<file path="src/rtl/if_stage.sv">
`default_nettype none
// ============================================================================
//  Module   : if_stage
//  Purpose  : Instruction-fetch stage. Issues word-aligned fetch requests to
//             the ICache, delivers the fetched instruction and its PC to the
//             IF/ID register, honours downstream stalls, and redirects on
//             taken branches and jumps, discarding stale responses.
//  Options  : IF_FETCH_CNT_EN - adds if_fetch_cnt_o, a wrapping count of
//             delivered instructions.
//  Revision : 1.0 - initial release
// ============================================================================
module if_stage #(
    parameter logic [31:0] RESET_PC = 32'h0000_0000
) (
    input  logic        clk,
    input  logic        rst_n,
    input  logic        fc_flush_btype_flag_i,
    input  logic [31:0] fc_btype_addr_i,
    input  logic        fc_flush_jtype_flag_i,
    input  logic [31:0] fc_jtype_addr_i,
    input  logic        fc_stall_if_i,
    output logic        if_icache_req_o,
    output logic [31:0] if_icache_addr_o,
    input  logic        icache_if_ready_i,
    input  logic        icache_if_valid_i,
    input  logic [31:0] icache_if_inst_i,
    output logic [31:0] if_pc_o,
    output logic [31:0] if_inst_o,
    output logic        if_valid_o
`ifdef IF_FETCH_CNT_EN
    ,
    output logic [31:0] if_fetch_cnt_o
`endif
);

    // IDLE : one cycle after reset release
    // REQ  : request presented, waiting for ICache acceptance
    // WAIT : request accepted, waiting for the response
    // HOLD : instruction delivered, downstream stalled
    // DROP : accepted request made stale by a redirect; swallow its response
    typedef enum logic [2:0] {
        S_IDLE = 3'd0,
        S_REQ  = 3'd1,
        S_WAIT = 3'd2,
        S_HOLD = 3'd3,
        S_DROP = 3'd4
    } state_t;

    state_t      state_q,    state_d;
    logic [31:0] fetch_pc_q, fetch_pc_d;
    logic [31:0] pc_q,       pc_d;
    logic [31:0] inst_q,     inst_d;
    logic        valid_q,    valid_d;
    logic        deliver;

    // Branch beats jump when both fire; targets are always word aligned.
    logic        redirect;
    logic [31:0] redir_target;

    assign redirect     = fc_flush_btype_flag_i | fc_flush_jtype_flag_i;
    assign redir_target = (fc_flush_btype_flag_i ? fc_btype_addr_i : fc_jtype_addr_i)
                          & 32'hFFFF_FFFC;

    // Next-state, next fetch address and delivery register update.
    always_comb begin
        state_d    = state_q;
        fetch_pc_d = fetch_pc_q;
        pc_d       = pc_q;
        inst_d     = inst_q;
        valid_d    = 1'b0;
        deliver    = 1'b0;

        case (state_q)
            S_IDLE: begin
                state_d = S_REQ;
                if (redirect) fetch_pc_d = redir_target;
            end

            S_REQ: begin
                // Stall is deliberately ignored here: a pending request always proceeds.
                if (redirect) begin
                    fetch_pc_d = redir_target;
                    // If the ICache took the old address this cycle, its
                    // response is now stale and must be swallowed.
                    state_d    = icache_if_ready_i ? S_DROP : S_REQ;
                end else if (icache_if_ready_i) begin
                    state_d = S_WAIT;
                end
            end

            S_WAIT: begin
                if (redirect) begin
                    fetch_pc_d = redir_target;
                    // A response arriving together with the redirect is simply
                    // ignored; otherwise it is still in flight and must be dropped.
                    state_d    = icache_if_valid_i ? S_REQ : S_DROP;
                end else if (icache_if_valid_i) begin
                    pc_d       = fetch_pc_q;
                    inst_d     = icache_if_inst_i;
                    valid_d    = 1'b1;
                    deliver    = 1'b1;
                    fetch_pc_d = fetch_pc_q + 32'd4;
                    state_d    = fc_stall_if_i ? S_HOLD : S_REQ;
                end
            end

            S_HOLD: begin
                if (redirect) begin
                    fetch_pc_d = redir_target;
                    state_d    = S_REQ;
                end else if (fc_stall_if_i) begin
                    valid_d = valid_q;
                end else begin
                    state_d = S_REQ;
                end
            end

            S_DROP: begin
                if (redirect) fetch_pc_d = redir_target;
                if (icache_if_valid_i) state_d = S_REQ;
            end

            default: begin
                state_d = S_IDLE;
            end
        endcase
    end

    // State, fetch address and delivered-instruction registers.
    always_ff @(posedge clk or negedge rst_n) begin
        if (!rst_n) begin
            state_q    <= S_IDLE;
            fetch_pc_q <= RESET_PC;
            pc_q       <= 32'd0;
            inst_q     <= 32'd0;
            valid_q    <= 1'b0;
        end else begin
            state_q    <= state_d;
            fetch_pc_q <= fetch_pc_d;
            pc_q       <= pc_d;
            inst_q     <= inst_d;
            valid_q    <= valid_d;
        end
    end

    assign if_icache_req_o  = (state_q == S_REQ);
    assign if_icache_addr_o = fetch_pc_q;
    assign if_pc_o          = pc_q;
    assign if_inst_o        = inst_q;
    assign if_valid_o       = valid_q;

`ifdef IF_FETCH_CNT_EN
    logic [31:0] fetch_cnt_q;

    // Count each newly delivered instruction; HOLD cycles do not add.
    always_ff @(posedge clk or negedge rst_n) begin
        if (!rst_n) begin
            fetch_cnt_q <= 32'd0;
        end else if (deliver) begin
            fetch_cnt_q <= fetch_cnt_q + 32'd1;
        end
    end

    assign if_fetch_cnt_o = fetch_cnt_q;
`endif

endmodule
`default_nettype wire

</file>
<file path="config.mk">
export PLATFORM = sky130hd
export DESIGN_NAME = if_stage
export DESIGN_NICKNAME = d
export VERILOG_FILES = /design/src/rtl/if_stage.sv
export SDC_FILE = /design/constraint.sdc
export NUM_CORES = 1
export LEC_CHECK = 0
export ABC_AREA = 1
export CORE_ASPECT_RATIO = 0.8
export CORE_MARGIN = 10
export CORE_UTILIZATION = 40
export CTS_BUF_LIST = sky130_fd_sc_hd__clkbuf_2
export DETAILED_ROUTE_END_ITERATION = 16
export GPL_TIMING_DRIVEN = 0
export PLACE_DENSITY = 0.74
export SYNTH_ARGS = -nofsm -noshare
export SYNTH_HDL_FRONTEND = slang
export SYNTH_SLANG_ARGS = --single-unit
</file>
<file path="constraint.sdc">
create_clock -name clk -period 2.1 [get_ports clk]
set_input_delay 0.42 -clock clk [delete_from_list [all_inputs] [get_ports clk]]
set_output_delay 0.42 -clock clk [all_outputs]
set_load 0.05 [all_outputs]
</file>
## Word-level counts from Yosys, hierarchy flattened

Cells that the tools add are included.

- Flip-flop bits (word level): 100

- Reductions and logical operators: 6
- Bitwise operators: 2
- Mux-type cells: 21
- $add $sub $neg: 1
- Equality and inequality tests: 9

Operator list:

| operator | count |
|---|---|
| $mux W32 | 4 |
| $pmux W32 S2 | 1 |
| $add A32 B3 Y32 const B | 1 |
| $mux W3 | 9 |
| $pmux W3 S5 | 1 |
| $eq A3 B2 Y1 const B | 2 |
| $ne A3 B3 Y1 const B | 2 |
| $reduce_and A3 Y1 | 2 |
| $mux W1 | 4 |
| $reduce_and A4 Y1 | 1 |
| $reduce_or A4 Y1 | 1 |
| $eq A3 B1 Y1 const B | 1 |
| $eq A3 B3 Y1 const B | 1 |
| $logic_not A3 Y1 | 1 |
| $ne A3 B1 Y1 const B | 1 |
| $mux W2 | 1 |
| $ne A2 B1 Y1 const B | 1 |
| $ne A2 B2 Y1 const B | 1 |
| $pmux W1 S2 | 1 |
| $reduce_bool A2 Y1 | 1 |
| $not A1 Y1 | 1 |
| $or A1 B1 Y1 | 1 |

## Depth between registers and ports, before layout

Gate-level depths: netlist of run 1.

- Word-level depth: 4
- Depth in mapped cells: 11
- Mapped depth without buffers: 10

## Least setup slack after synthesis of run 1

Ideal clock, no wire load.

- Kind: reg2reg
- Start: register fetch_pc_q[3], in the netlist if_icache_addr_o[3]
- End: register fetch_pc_q[18], in the netlist if_icache_addr_o[18]
- Stages on the path, launching flop included: 9
- Arrival time: 1.767 ns
- Period minus slack after synthesis: 1.888 ns
- Setup slack: 0.212 ns
- Cells stage by stage: dfrtp_1 > ha_1 > nand2_1 > nor2_1 > nand3_1 > nor2_1 > nand3_1 > a21oi_1 > nor2_1

- Longest elaborated chain between the ends: 4

Ends and longest elaborated chain:

| element | RTL line | RTL |
|---|---|---|
| start, declared | 50 | `logic [31:0] fetch_pc_q, fetch_pc_d;` |
| start signal, assigned | 139 | `fetch_pc_q <= fetch_pc_d;` |
| $add A32 B3 Y32 | 102 | `fetch_pc_d = fetch_pc_q + 32'd4;` |
| $mux W32 | 97 | `end else if (icache_if_valid_i) begin` |
| $mux W32 | 92 | `if (redirect) begin` |
| $pmux W32 S2 | 73 | `case (state_q)` |

Every way passes these cells. The select of a mux whose other input is x is not followed.
A chain may end at the register's enable or synchronous reset.

## Final worst setup path of run 1

- Start: register fetch_pc_q[25], in the netlist if_icache_addr_o[25]
- End: output port if_icache_addr_o[25]

RTL lines:

| element | RTL line | RTL |
|---|---|---|
| end, declared | 23 | `output logic [31:0] if_icache_addr_o,` |

No word-level cell between the ends.

==> flow_summary.toml, run 1 <==
[run_status]
outcome = "completed"

[power]
combPwrFrac_pct = 59.8
p_seq_share_pct = 31.2
swShare_pct = 57.6
p_switching_uw = 6120
intPower_uw = 4500
ir_drop_mv = 0.670
p_per_area_nw_per_um2 = 1470
clkPwrFrac_pct = 9.0
p_leak_uw = 0.00373

[place]
pre_cts_ws_ns = -0.246
place_inst = 1030
postPlaceCellArea_um2 = 7280
dp_hpwl_um = 14700
portBuffers = 192
place_congestion = 0.974

[timing]
fin_skew_ns = 0.0314
maxSlewViolCount = 0
grt_setup_unrepaired = "false"
worst_pin_slew_ns = 0.675
fin_ws_ns = 0.0483
fin_crit_sh_pct = 97.7
hold_viol_final = 0
max_slew_margin_pct = 55.0
fin_setup_tns_ns = 0
timing.fmax_mhz = 487
setup_viol = 0
post-route-min-period_ns = 2.05

[synth]
synth.most_common_cell = "nand2_1"
async_flop_share_pct = 100
ys_types = 31
yosysWarnings = 0
synth_top_area_cell = "dfrtp_1"
post_synth_most_frequent_cells = "nand2_1 (191), dfrtp_1 (96), nor2_1 (91), o21ai_0 (66), inv_1 (47)"
synth-main-ff-cell = "dfrtp_1"
synth-edff-count = 0
ys_seq_elements = 96
synth_area_leaders = "dfrtp_1 (47%), nand2_1 (14%), mux2_1 (7.7%), nor2_1 (6.7%), o21ai_0 (6.5%)"
synth_top_area_share_pct = 47.0
syn_avg_cell_area_um2 = 7.71
synthesis.area_um2 = 5110
seq_area_frac_synth_pct = 47.0
synth_cells = 663

[clocking]
clockRootBuffer = "clkbuf_2"
cts_buffers = 9
clkTransAtPathRegs_ns = 0.28
postCtsSetupBuffers = 0
h-tree-depth = 3
cts_tree = "built"
cts_num_sinks = 96
clk_path_buf_depth = 2
clock_latency_ns = 0.59

[grt]
use_met2_pct = 32.3
grt_most_used_layer = "met2"
grt_use_met3_pct = 7.01
grt.overflow.total = 0
grt_pass1_vias = 5239
grt_max_degree = 67
grt_pass1_wl_um = 29500
grt.total_usage_pct = 20.9
antenna_found_initial = 1
use_met1_pct = 27.2

[run]
drv_cap = 0

[setup_path]
reg2reg_from = "if_icache_addr_o[3]"
path_cells = "clkdlybuf4s15_1"
cp.required_ns = 1.68
endpoint_kind = "output pin"
slowest_stage = "clkdlybuf4s15_1"
critPathKind = "reg -> out"
max_stage_delay_ns = 0.55
cp-startpoint = "if_icache_addr_o[25]"
crit_path_start_kind = "flop"
worstPathMaxFanout = 6
critPathArrivalTime_ns = 1.63
crit_family = "buffers and inverters"
path_buf_inv = 1

[route]
viasPerCell = 5.02
drt-initial-drc-count = 519
dr.pass1.iters = 5
ant_nets = 0
remaining_drc_errors = 0
num_vias = 5264
routed_wl_um = 18800
wire_per_inst_um = 17.9

[die]
die_h_um = 121
rows = 36
coreArea_um2 = 12300
die_w_um = 146
ios = 201
dieArea_um2 = 17700
initial_core_util_pct = 41.4

[finish]
syn_to_final_growth_pct = 41.0
postLayoutCoreUtil_pct = 58.4
fin_nets = 975
drive_gt1_share_pct = 8.90
final_cell_area_um2 = 7210
fin_cells = 1048

[hold_path]
hp-class = "in -> async"
==> registers in the layout, indices dropped and copies added (netlist names) <==
name              count
state_q               3
if_inst_o            32
if_icache_addr_o     30
if_pc_o              30
if_valid_o            1
==> logic make-up after synthesis <==
| family | after synthesis | share of synthesized area (%) |
|---|---|---|
| flip-flops | 96 | 47.0 |
| XOR/XNOR | 2 | 0.343 |
| other | 1 | 0.0734 |
| multiplexers | 35 | 7.71 |
| AO/OA/AOI/OAI | 99 | 9.99 |
| buffers and inverters | 82 | 6.73 |
| adder cells (fa/ha/maj) | 1 | 0.245 |
| AND/OR/NAND/NOR | 347 | 27.9 |
==> routing by layer <==
layer,up-vias,share of wire [%]
li1,2552,-
met1,2431,43
met2,253,45
met3,28,9.9
met4,0,2.0
met5,-,0
==> stage by stage <==
step | hold slack (ns) | total power [uW]
after floorplan | 0.124 | 7640
after global placement | 0.467 | 10200
after detailed placement | 0.390 | 10300
after CTS | 0.269 | 10700
after global routing | 0.260 | 11300
final | 0.258 | 10600
==> path summary, 6_finish.rpt <==
path | end | slack, ns | depth (start not counted)
worst max register to register | if_icache_addr_o[24] | 0.23 | 9
min in group clk | if_inst_o[28] | 0.38 | 2
worst max-delay path | if_icache_addr_o[25] | 0.05 | 1
worst min-delay path | if_pc_o[6] | 0.26 | 2
worst min register to register | if_pc_o[16] | 0.52 | 2
max in group asynchronous | if_icache_addr_o[24] | 1.15 | 3
==> power groups by stage <==
| stage | registers, uW | clock network (uW) | logic, uW |
|---|---|---|---|
| after global placement | 3330 | 0 | 6870 |
| after global routing | 3450 | 1030 | 6780 |
| after detailed placement | 3370 | 0 | 6930 |
| after CTS | 3300 | 965 | 6440 |
| after floorplan | 5880 | 0 | 1760 |
| final | 3310 | 953 | 6360 |
==> timing repair <==
item,4_1_cts,5_1_grt
resized for setup,114,44
hold endpoints to repair,30,0
pin swaps,0,0
setup endpoints to repair,94,30
hold buffers,1,0
==> layout make-up <==
type                    count  area (um2)
diodes                      1        2.50
repair buffers            194        1750
multi-input cells         488        2380
fillers                  1238        5130
clock inverters             5        56.3
clock buffers              11        55.1
well taps                 171         214
inverters                  52         195
plain buffers              30         149
flip-flops and latches     96        2400
==> cell usage in the layout (no fill, tap or decap), types with 3 or more instances in the layout <==
cell / netlist / layout
clkbuf_1: 12 / 12
nor2_1: 91 / 90
o21ai_0: 66 / 66
dfrtp_1: 96 / 96
buf_4: 6 / 7
o22ai_1: 3 / 3
inv_2: 5 / 6
nand3_1: 45 / 45
dlygate4sd2_1: 0 / 65
buf_2: 11 / 11
mux2_1: 35 / 35
conb_1: 1 / 4
clkdlybuf4s50_1: 0 / 97
o21ai_1: 4 / 4
inv_1: 47 / 46
nand4_1: 6 / 6
clkbuf_2: 0 / 36
nand2_1: 191 / 191
a21oi_1: 22 / 22
Note: power is estimated with default switching activity, not from simulation.
==> run 2, diff against run 1 <==
--- a/config.mk
+++ b/config.mk
@@ -5,14 +5,14 @@
 export SDC_FILE = /design/constraint.sdc
 export NUM_CORES = 1
 export LEC_CHECK = 0
-export ABC_AREA = 1
+export ABC_AREA = 0
 export CORE_ASPECT_RATIO = 0.8
 export CORE_MARGIN = 10
 export CORE_UTILIZATION = 40
 export CTS_BUF_LIST = sky130_fd_sc_hd__clkbuf_2
 export DETAILED_ROUTE_END_ITERATION = 16
 export GPL_TIMING_DRIVEN = 0
-export PLACE_DENSITY = 0.74
+export PLACE_DENSITY = 0.75
 export SYNTH_ARGS = -nofsm -noshare
 export SYNTH_HDL_FRONTEND = slang
 export SYNTH_SLANG_ARGS = --single-unit
==> flow_summary.toml, run 2 <==
[setup_path]
critPathArrivalTime_ns = 1.61
crit_top_cell = "buf_6"
critPathKind = "reg -> out"
max_stage_delay_ns = 0.50
slowest_stage = "dfrtp_2"
endpoint_kind = "output pin"
worstPathMaxFanout = 10
r2r_slack_ns = 0.11
crit_path_start_kind = "flop"
path_cells = "buf_6 -> nor3_4 -> buf_6"
cp.required_ns = 1.68

[route]
remaining_drc_errors = 0
viasPerCell = 5.39
ant_nets = 0
routed_wl_um = 18800
drt-initial-drc-count = 524
num_vias = 5174
dr.pass1.iters = 5
wire_per_inst_um = 19.6

[synth]
synth_area_leaders = "dfrtp_1 (47%), nand2_1 (14%), mux2i_1 (6.5%), a311oi_1 (2.6%), buf_2 (2.6%)"
synth_cells = 570
synth_top_area_cell = "dfrtp_1"
ys_types = 55
async_flop_share_pct = 100
synthesis.area_um2 = 5100
syn_avg_cell_area_um2 = 8.94
synth-edff-count = 0
synth_top_area_share_pct = 47.1
post_synth_most_frequent_cells = "nand2_1 (192), dfrtp_1 (96), mux2i_1 (33), buf_2 (26), o21ai_0 (25)"
ys_seq_elements = 96
seq_area_frac_synth_pct = 47.1
synth.most_common_cell = "nand2_1"
synth-main-ff-cell = "dfrtp_1"
yosysWarnings = 0

[finish]
final_cell_area_um2 = 7400
num-fill-cells = 1130
drive_gt1_share_pct = 14.7
syn_to_final_growth_pct = 45.2
largest_register_ffs = 32
fin_nets = 887
final_common_cell = "nand2_1"
final_cell_mix = "nand2_1 (192), clkdlybuf4s50_1 (96), dfrtp_1 (90), dlygate4sd2_1 (61), mux2i_1 (32)"

[die]
ios = 201
rows = 36
die_w_um = 146
coreArea_um2 = 12300
initial_core_util_pct = 41.3
die_h_um = 121
dieArea_um2 = 17700

[place]
dp_hpwl_um = 14300
portBuffers = 191
place_congestion = 0.927
postPlaceCellArea_um2 = 7260

[power]
p_leak_uw = 0.00372
ir_drop_mv = 0.638
p_per_area_nw_per_um2 = 1110
intPower_uw = 4000
p_switching_uw = 4240
combPwrFrac_pct = 53.8
p_seq_share_pct = 35.2
swShare_pct = 51.5
clkPwrFrac_pct = 11.0

[grt]
grt_pass1_wl_um = 29200
use_met1_pct = 26.0
grt_pass1_vias = 5319
grt_most_used_layer = "met2"
grt.overflow.total = 0
grt_max_degree = 50
use_met2_pct = 33.2
antenna_found_initial = 1
grt.total_usage_pct = 20.6
grt_use_met3_pct = 5.78

[timing]
timing.fmax_mhz = 492
grt_setup_unrepaired = "true"
max_slew_margin_pct = 56.6
worst_pin_slew_ns = 0.651
maxSlewViolCount = 0
post-route-min-period_ns = 2.03
fin_hold_ws_ns = 0.165
setup_viol = 0
fin_crit_sh_pct = 96.8
fin_skew_ns = 0.0218
hold_viol_final = 0

[run_status]
outcome = "completed"

[clocking]
h-tree-depth = 3
cts_tree = "built"
cts_num_sinks = 96
clockRootBuffer = "clkbuf_2"
cts_buffers = 9
clk_path_buf_depth = 2
clock_latency_ns = 0.61
clkTransAtPathRegs_ns = 0.23

[run]
drv_cap = 0

[hold_path]
hp-class = "in -> reg"
[run 2: changes by cell type after synthesis, sizes merged, moves of 15 or more]
cell,previous run,this run
mux2i,0,33
a311oi,0,15
nor2,94,10
nand3,47,21
buf,18,39
mux2,35,7
o21ai,70,26
inv,52,6
[run 2: critical path, delay by kind of cell (launching register included)]
| family | cells | cell delay (ns) |
|---|---|---|
| flip-flops | 1 | 0.50 |
| buffers and inverters | 2 | 0.33 |
| AND/OR/NAND/NOR | 1 | 0.19 |
[run 2: repair_timing]
item,4_1_cts,5_1_grt
endpoints found under the hold margin,47,0
setup endpoints to repair,138,60
pin swaps,1,1
gates resized for setup,156,25
hold buffers,1,0
buffers inserted,0,6
[run 2: cells by family (layout without fill, tap and decap cells)]
family                   Yosys count  count (layout)  share of synthesized area [%]
AND/OR/NAND/NOR                  277             277                           24.8
multiplexers                      40              40                           8.03
adder cells (fa/ha/maj)            1               1                          0.245
AO/OA/AOI/OAI                    103             103                           14.0
flip-flops                        96              96                           47.1
other                              1               5                         0.0736
buffers and inverters             52             267                           5.65
[run 2: final timing paths]
path,from,end,depth (start not counted)
setup / recovery,state_q[1],if_icache_req_o,3
hold / removal,fc_flush_btype_flag_i,if_valid_o,3
setup reg to reg,if_icache_addr_o[3],if_icache_addr_o[30],7
hold reg to reg,if_inst_o[16],if_inst_o[16],2
max in group asynchronous,rst_n,if_inst_o[20],3
min in group asynchronous,rst_n,if_pc_o[4],2
[run 2: per-stage QoR]
step	setup TNS [ns]	util, %	instances	power [uW]	worst slack, ns
2_1_floorplan	0	-	573	5710	0.0137
3_3_place_gp	-309.37	58.6	935	7420	-2.99
3_5_place_dp	-24.38	58.9	936	7500	-0.423
4_1_cts	0	59.6	953	8190	0.00372
5_1_grt	-0.117	60.0	960	8660	-0.0675
6_report	0	60.0	960	8240	0.0663
[run 2: cell type report]
cell class	count	area, um2	area share (%)
antenna	1	2.50	0.0338
timing repair buffer	199	1920	25.9
buffer	46	282	3.80
multi-input combinational	425	2440	33.0
tap	171	214	2.89
inverter	6	25.0	0.338
clock inverter	6	57.6	0.778
sequential	96	2410	32.6
clock buffer	10	50.0	0.676
[run 2: power groups by stage]
stage          Clock [uW]  Combinational [uW]  Sequential [uW]
2_1_floorplan           0                1200             4510
3_3_place_gp            0                4520             2910
3_5_place_dp            0                4570             2940
4_1_cts               936                4360             2890
5_1_grt              1010                4670             2990
6_report              906                4430             2900
[run 2: per-layer routing]
layer | part of all wire [%] | vias up
met1 | 42 | 2466
met3 | 8.0 | 33
met2 | 47 | 254
li1 | - | 2421
met5 | 0 | -
met4 | 2.4 | 0
==> run 3, diff against run 2 <==
--- a/config.mk
+++ b/config.mk
@@ -6,8 +6,9 @@
 export NUM_CORES = 1
 export LEC_CHECK = 0
 export ABC_AREA = 0
+export CAP_MARGIN = 20
 export CORE_ASPECT_RATIO = 0.8
-export CORE_MARGIN = 10
+export CORE_MARGIN = 3
 export CORE_UTILIZATION = 40
 export CTS_BUF_LIST = sky130_fd_sc_hd__clkbuf_2
 export DETAILED_ROUTE_END_ITERATION = 16
==> constraint.sdc (replaced) <==
create_clock -name clk -period 2.5 [get_ports clk]
set_input_delay 0.5 -clock clk [delete_from_list [all_inputs] [get_ports clk]]
set_output_delay 0.5 -clock clk [all_outputs]
set_load 0.05 [all_outputs]
==> flow_summary.toml, run 3 (same netlist as run 2, synthesis figures left out) <==
[setup_path]
max_stage_delay_ns = 0.83
critPathArrivalTime_ns = 1.88
crit_family = "buffers and inverters"
crit_path_start_kind = "flop"
r2r_slack_ns = 0.15
worstPathMaxFanout = 2
endpoint_kind = "output pin"
endpoint = "if_pc_o[9]"
path_buf_inv = 1
path_cells = "clkdlybuf4s50_1"
cp.required_ns = 2.00
cp_num_cells = 1
reg2reg_from = "state_q[2]"
cp-startpoint = "if_pc_o[9]"
reg2reg_depth = 7
slowest_stage = "clkdlybuf4s50_1"
rr_endpoint = "if_pc_o[29]"
critPathKind = "reg -> out"

[timing]
post-route-min-period_ns = 2.38
timing.fmax_mhz = 420
max_slew_margin_pct = 58.9
fin_crit_sh_pct = 95.3
fin_skew_ns = 0.0292
worst_pin_slew_ns = 0.607
setup_viol = 0
maxSlewViolCount = 0
hold_viol_final = 0
grt_setup_unrepaired = "false"

[power]
clkPwrFrac_pct = 11.7
combPwrFrac_pct = 53.2
p_per_area_nw_per_um2 = 941
ir_drop_mv = 0.598
p_leak_uw = 0.00357
swShare_pct = 50.9
intPower_uw = 3410
p_switching_uw = 3540
p_seq_share_pct = 35.0

[grt]
grt_max_degree = 59
antenna_found_initial = 0
grt.overflow.total = 0
grt_pass1_wl_um = 27500
grt_pass1_vias = 5170
grt.total_usage_pct = 24.5

[place]
postPlaceCellArea_um2 = 7260
dp_hpwl_um = 12800
portBuffers = 191
place_congestion = 0.922

[route]
wire_per_inst_um = 18.2
viasPerCell = 5.46
ant_nets = 0
dr.pass1.iters = 5
drt-initial-drc-count = 425
num_vias = 5206
remaining_drc_errors = 0
routed_wl_um = 17400

[finish]
final_cell_mix = "nand2_1 (192), clkdlybuf4s50_1 (155), dfrtp_1 (96), mux2i_1 (33), buf_2 (26)"
largest_register_ffs = 32
syn_to_final_growth_pct = 45.0
final_cell_area_um2 = 7390
fin_nets = 881
drive_gt1_share_pct = 9.21
final_common_cell = "nand2_1"
postLayoutCoreUtil_pct = 60.1
antennaDiodeCount = 0

[clocking]
h-tree-depth = 3
clkTransAtPathRegs_ns = 0.27
cts_buffers = 9
clock_latency_ns = 0.64
postCtsSetupBuffers = 0
clockRootBuffer = "clkbuf_2"
cts_tree = "built"
clk_path_buf_depth = 2
cts_num_sinks = 96

[run]
drv_cap = 0

[die]
coreArea_um2 = 12300
dieArea_um2 = 14100
die_w_um = 132
die_h_um = 107
initial_core_util_pct = 41.4
rows = 36
ios = 201

[run_status]
outcome = "completed"

[hold_path]
hp-class = "in -> reg"
## run 3: cell types whose count changed in the layout (fill, tap and decap cells not counted), moves of 5 or more
| cell | change |
|---|---|
| buf_4 | -5 |
| clkbuf_2 | -6 |
| clkdlybuf4s15_1 | -6 |
| clkdlybuf4s15_2 | -21 |
| clkdlybuf4s50_1 | +59 |
| dfrtp_1 | +6 |
| dfrtp_2 | -6 |
| dlygate4sd2_1 | -38 |
| dlymetal6s2s_1 | +11 |
## run 3: repair_timing
item                                   in CTS  in global routing
setup endpoints to repair                  24                 12
gates resized for setup                    27                 15
pin swaps                                   0                  0
endpoints found under the hold margin      38                  0
hold buffers                                1                  0
## run 3: cell type report
type                            count  area, um2
Buffer                             46        265
Inverter                            6       22.5
Timing Repair Buffer              193       1940
Fill cell                        1099       4910
Clock buffer                        9       45.0
Multi-Input combinational cell    425       2420
Clock inverter                      7       81.3
Tap cell                          171        214
Sequential cell                    96       2400
## run 3: power by group through the flow
stage,Combinational (uW),Sequential (uW),Clock (uW)
finish,3700,2440,815
global route,3900,2510,903
CTS,3700,2420,840
detailed placement,3800,2460,0
global placement,3750,2430,0
floorplan,1010,3790,0
## run 3: worst min-delay path by stage
stage / startpoint / endpoint / slack, ns / cells past startpoint
global placement: if_inst_o[26] / if_inst_o[26] / 0.46 / 2
detailed placement: if_pc_o[10] / if_pc_o[10] / 0.46 / 2
CTS: fc_flush_btype_flag_i / if_valid_o / 0.14 / 3
global route: fc_flush_btype_flag_i / if_valid_o / 0.12 / 3
floorplan: rst_n / if_icache_addr_o[10] / 0.20 / 0
finish: fc_flush_btype_flag_i / if_valid_o / 0.18 / 3
## run 3: metrics by stage
step                      setup TNS [ns]  setup slack [ns]  hold WS (ns)  cells  total power [uW]
final                                  0             0.116         0.182    953              6950
after global routing                   0          0.000853         0.123    953              7310
after CTS                              0           0.00242         0.139    953              6970
after detailed placement           -2.52           -0.0785         0.462    936              6260
after global placement           -251.91             -2.62         0.458    935              6180
after floorplan                        0             0.293         0.204    573              4790
## run 3: routing by layer
layer,share of wire [%],GRT usage (%),vias to the layer above
met2,45,37.4,276
met4,2.2,8.46,0
met1,44,33.1,2494
li1,-,-,2403
met3,8.7,7.74,33
met5,0,0,-
